<file path="src/rtl/tpum_row_loader.sv">
// TPUM operand row loader: pipelined XBOX beat fetch into one row register.
// Define TPUM_ROW_LOADER_ERR_EN to add xbox_rd_rsp_err / row_err reporting.
module tpum_row_loader #(
  parameter int DATA_W  = 32,
  parameter int ROW_W   = 1024,
  parameter int ADDR_W  = 32,
  parameter int MAX_OUT = 4
) (
  input  logic              clk,
  input  logic              rst_n,
  input  logic              load_valid,
  output logic              load_ready,
  input  logic              load_sel,
  input  logic [ADDR_W-1:0] load_base,
  output logic              xbox_rd_req_valid,
  input  logic              xbox_rd_req_ready,
  output logic [ADDR_W-1:0] xbox_rd_addr,
  input  logic              xbox_rd_rsp_valid,
  output logic              xbox_rd_rsp_ready,
  input  logic [DATA_W-1:0] xbox_rd_rsp_data,
  output logic              row_valid,
  input  logic              row_ready,
  output logic              row_sel,
  output logic [ROW_W-1:0]  row_data,
  output logic              busy
`ifdef TPUM_ROW_LOADER_ERR_EN
  ,
  input  logic              xbox_rd_rsp_err,
  output logic              row_err
`endif
);

  localparam int BEATS = ROW_W / DATA_W;
  localparam int CW    = $clog2(BEATS + 1);
  localparam int OW    = $clog2(MAX_OUT + 1);
  localparam int BSH   = $clog2(DATA_W / 8);

  localparam logic [ADDR_W-1:0] AMASK =
    {ADDR_W{1'b1}} << BSH;

  typedef enum logic [1:0] {
    IDLE,
    FETCH,
    HOLD
  } state_e;

  state_e            state_q;
  logic [CW-1:0]     req_cnt_q;
  logic [CW-1:0]     rsp_cnt_q;
  logic [OW-1:0]     out_q;
  logic [ADDR_W-1:0] base_q;
  logic              sel_q;
  logic [ROW_W-1:0]  row_q;

  logic req_hs;
  logic rsp_hs;
  logic last_rsp;

  assign xbox_rd_req_valid = (state_q == FETCH)
                          && (req_cnt_q < CW'(BEATS))
                          && (out_q < OW'(MAX_OUT));

  assign xbox_rd_addr = base_q
                      + (ADDR_W'(req_cnt_q) << BSH);

  assign xbox_rd_rsp_ready = (state_q == FETCH);

  assign req_hs   = xbox_rd_req_valid && xbox_rd_req_ready;
  assign rsp_hs   = xbox_rd_rsp_valid && xbox_rd_rsp_ready;
  assign last_rsp = rsp_hs && (rsp_cnt_q == CW'(BEATS - 1));

  assign load_ready = (state_q == IDLE);
  assign busy       = (state_q != IDLE);
  assign row_valid  = (state_q == HOLD);
  assign row_sel    = sel_q;
  assign row_data   = row_q;

  always_ff @(posedge clk or negedge rst_n) begin
    if (!rst_n) begin
      state_q   <= IDLE;
      req_cnt_q <= '0;
      rsp_cnt_q <= '0;
      out_q     <= '0;
      base_q    <= '0;
      sel_q     <= 1'b0;
      row_q     <= '0;
    end else begin
      unique case (state_q)
        IDLE: begin
          if (load_valid) begin
            sel_q     <= load_sel;
            base_q    <= load_base & AMASK;
            req_cnt_q <= '0;
            rsp_cnt_q <= '0;
            out_q     <= '0;
            state_q   <= FETCH;
          end
        end
        FETCH: begin
          if (req_hs) begin
            req_cnt_q <= req_cnt_q + CW'(1);
          end
          if (rsp_hs) begin
            for (int b = 0; b < BEATS; b++) begin
              if (rsp_cnt_q == CW'(b)) begin
                row_q[b*DATA_W +: DATA_W] <= xbox_rd_rsp_data;
              end
            end
            rsp_cnt_q <= rsp_cnt_q + CW'(1);
          end
          // Simultaneous request and response leave the count unchanged.
          if (req_hs && !rsp_hs) begin
            out_q <= out_q + OW'(1);
          end else if (!req_hs && rsp_hs) begin
            out_q <= out_q - OW'(1);
          end
          if (last_rsp) begin
            state_q <= HOLD;
          end
        end
        HOLD: begin
          if (row_ready) begin
            state_q <= IDLE;
          end
        end
        default: begin
          state_q <= IDLE;
        end
      endcase
    end
  end

`ifdef TPUM_ROW_LOADER_ERR_EN
  logic err_q;

  assign row_err = err_q;

  always_ff @(posedge clk or negedge rst_n) begin
    if (!rst_n) begin
      err_q <= 1'b0;
    end else if (state_q == HOLD && row_ready) begin
      err_q <= 1'b0;
    end else if (rsp_hs && xbox_rd_rsp_err) begin
      err_q <= 1'b1;
    end
  end
`endif

endmodule
</file>
<file path="config.mk">
export PLATFORM = sky130hd
export DESIGN_NAME = tpum_row_loader
export DESIGN_NICKNAME = d
export VERILOG_FILES = /design/src/rtl/tpum_row_loader.sv
export SDC_FILE = /design/constraint.sdc
export NUM_CORES = 1
export LEC_CHECK = 0
export CAP_MARGIN = 20
export CORE_AREA = 2 2 439 441
export DETAILED_ROUTE_END_ITERATION = 10
export DIE_AREA = 0 0 441 443
export SLEW_MARGIN = 5
export SYNTH_ARGS = -nofsm -noshare
export SYNTH_HDL_FRONTEND = slang
export SYNTH_SLANG_ARGS = --single-unit
</file>
<file path="constraint.sdc">
create_clock -name clk -period 3.4 [get_ports clk]
set_input_delay 0.51 -clock clk [delete_from_list [all_inputs] [get_ports clk]]
set_output_delay 0.51 -clock clk [all_outputs]
set_load 0.05 [all_outputs]
</file>
==> results.cfg <==
[outcome]
status = completed

[final_layout]
multiInputGateArea_sq_um = 13600
final_area_sq_um = 60900
seqCellArea_sq_um = 26800
nNetsFinal = 3878
layout-drive-gt1-share = 0.361
utilization = 0.318
num-fill-cells = 19000
area_growth_pct = 46.9

[worst_setup_path]
slowest_delay_ns = 0.44
endpoint_kind = output pin
arrival_ns = 2.79
cp.depth = 8
r2r_cells = 5
cp_top_family = adder cells
cp-start-kind = flop
path_class = reg2out
crit_path_max_fanout = 12
crit_required_ns = 2.89
cp_num_buf_inv = 2
cp_slowest_cell = dfrtp_2
cp_cell_sequence = ha_2 > fa_2 > a21oi_2 > o21ai_0 > buf_4 > nand4_1 > xnor2_2 > buf_12

[sta]
worst_pin_slew_ns = 1.19
slew_viol_final = 0
setup_violations = 0
clock_skew_ns = 0.0585
fmaxAchievable_ghz = 0.303
fin_hold_ws_ns = 0.267
timing.slew.headroom = 0.206
period_share = 0.970
min_period_ns = 3.30
hold_viol_final = 0
rsz0062_at_grt = true

[clocking]
cts_tree = built
cts-root-buf = clkbuf_16
clk_latency_ns = 0.77
cts_inserted_buffers = 118
cts_num_sinks = 1072
path_clk_slew_ns = 0.06
post_cts_buffers = 0
htreeDepth = 3
cts_buffer_depth = 3

[synth]
synthTopCellsByArea = dfrtp_1 (65%), mux2_2 (26%), mux2_1 (1.6%)
synth-edff-count = 0
yosys_warnings = 0
synthSimpleGateAreaFrac = 0.0302
synth-main-ff-cell = dfrtp_1
synth_mux_area_frac = 0.279
synth_compound_area_frac = 0.00353
ys_seq_elements = 1072
async_flop_share = 1.00
syn_inst = 2622
yosysSeqAreaShare = 0.648
synth_top_area_share = 0.648
yosysTopAreaCell = dfrtp_1
syn_area_sq_um = 41400
avgSynthCellArea_sq_um = 15.8
synth_adder_area_share = 0.00429
synthXorXnorAreaFrac = 0.00740
synth_top_family_by_area = multiplexers
post_synth_num_cell_types = 50

[global_route]
track_usage = 0.170
grt-ovfl-total = 0
grt_first_pass_wirelength_microns = 232000
grt_start_max_net_pins = 89
first_global_vias = 28300
antenna_found_initial = 22

[pwr]
p_comb_frac = 0.530
vdd_drop_max_mv = 0.698
switching_share = 0.466
power_density_nw_per_um2 = 1210
p_clk_frac = 0.187
p_int_w = 0.0393
power_leakage_nw = 27.1
p_switching_w = 0.0343
seqPwrFrac = 0.283

[placed_design]
gp_congestion = 0.852
placed_cell_area_sq_um = 56500
portBuffers = 1128
dp_hpwl_microns = 119000

[floorplan]
pin_count = 1133
fp.dieH_microns = 443
die-area_sq_um = 195000
core-area_sq_um = 191000
start_util = 0.217
rows = 161
die_w_microns = 441

[hold_path]
whs_path_depth = 2
holdCritPathClass = in2reg

[route]
drcViolationCount = 0
dr.pass1.iters = 5
ant_nets = 0
routed_via_density = 4.26
drt-initial-drc-count = 1434
vias = 27400
postRouteWirelength_microns = 170000
wl_per_cell_microns = 26.5

[run]
maxCapViolations = 0
cells in the final DEF, fill, tap and decap left out, drive strengths merged, types with 3 or more instances in the layout:
cell / n
clkdlybuf4s50: 1071
nor2: 39
buf: 185
nand2b: 3
clkinvlp: 3
mux2: 1024
ha: 11
inv: 16
bufinv: 14
clkinv: 27
nor2b: 4
xor2: 8
nand2: 113
nor3: 3
o21ai: 9
dfrtp: 1072
a21oi: 4
and3: 6
dlygate4sd2: 5
nor4: 3
clkbuf: 174
diode: 6
and4: 3
xnor2: 27
nand3: 22
nand4: 20
registers in the layout (all words and copies together), names as in the netlist:
signal     flops
base_q        30
out_q          3
req_cnt_q      6
row_data    1024
row_sel        1
rsp_cnt_q      6
state_q        2
cells in the mapped netlist, drive strengths merged (2+ instances only):
| cell | number |
|---|---|
| xnor2 | 27 |
| xor2 | 8 |
| a211oi | 2 |
| and3 | 6 |
| nor4b | 2 |
| clkbuf | 109 |
| a21o | 2 |
| o21ai | 9 |
| nand3 | 22 |
| nor3b | 2 |
| nand2b | 3 |
| nand4b | 2 |
| a21oi | 4 |
| nor2b | 4 |
| nor3 | 3 |
| or2 | 2 |
| mux2 | 1024 |
| and4 | 3 |
| and2 | 2 |
| dfrtp | 1072 |
| nor4 | 3 |
| nand2 | 113 |
| mux2i | 2 |
| ha | 11 |
| nand4 | 20 |
| buf | 102 |
| nor2 | 39 |
| fa | 2 |
| inv | 11 |
| a31oi | 2 |
final timing paths:
check,start,to,slack (ns)
max,req_cnt_q[0],xbox_rd_addr[26],0.10
min,xbox_rd_rsp_data[3],row_data[835],0.27
max reg2reg,state_q[1],row_data[274],1.00
min reg2reg,out_q[0],out_q[0],0.48
max in group asynchronous,rst_n,row_data[793],1.90
min in group asynchronous,rst_n,row_data[432],0.42
power by group through the flow:
stage | Combinational, W | Clock, W | Sequential (W)
after floorplan | 0.00691 | 0 | 0.0381
after CTS | 0.0393 | 0.0141 | 0.0208
final | 0.0390 | 0.0137 | 0.0208
after global routing | 0.0400 | 0.0146 | 0.0215
after detailed placement | 0.0392 | 0 | 0.0210
after global placement | 0.0391 | 0 | 0.0207
per-layer routing:
metal	global-route usage	wire, microns	vias up
met1	0.196	65900	14700
li1	-	-	11500
met2	0.298	87300	965
met5	0	13	-
met3	0.0429	11000	263
met4	0.0650	6030	2
cell families (layout without fill, tap and decap cells):
kind of cell | count (synthesis) | count (layout)
muxes | 1026 | 1026
buffers and inverters | 222 | 1496
adders and majority gates | 13 | 13
xor gates and xnor gates | 35 | 35
AOI/OAI and AO/OA | 24 | 24
and+or+nand+nor | 229 | 229
DFF | 1072 | 1072
other | 1 | 8
repair_timing:
action                     in CTS  in global routing
gates resized for setup        11                 12
hold endpoints to repair       33                  0
hold buffers                    1                  0
pin swaps                       0                  2
setup endpoints to repair      21                 20
stage by stage:
stage	setup WS [ns]	total power (W)	instances	TNS, ns
2_1_floorplan	0.500	0.0450	2623	0
3_3_place_gp	0.271	0.0598	6199	0
3_5_place_dp	0.257	0.0602	6199	0
4_1_cts	0.00953	0.0742	6423	0
5_1_grt	-0.0486	0.0761	6425	-0.0905
6_report	0.102	0.0736	6429	0
layout make-up:
cell class,count,share of cell area
repair buffers,1262,0.213
diodes,6,0.000247
well taps,2526,0.0519
flip-flops and latches,1072,0.441
clock inverters,49,0.0123
inverters,11,0.000678
multi-input cells,1329,0.224
clock buffers,174,0.0571
No activity file was read; power rests on OpenSTA's default activity.
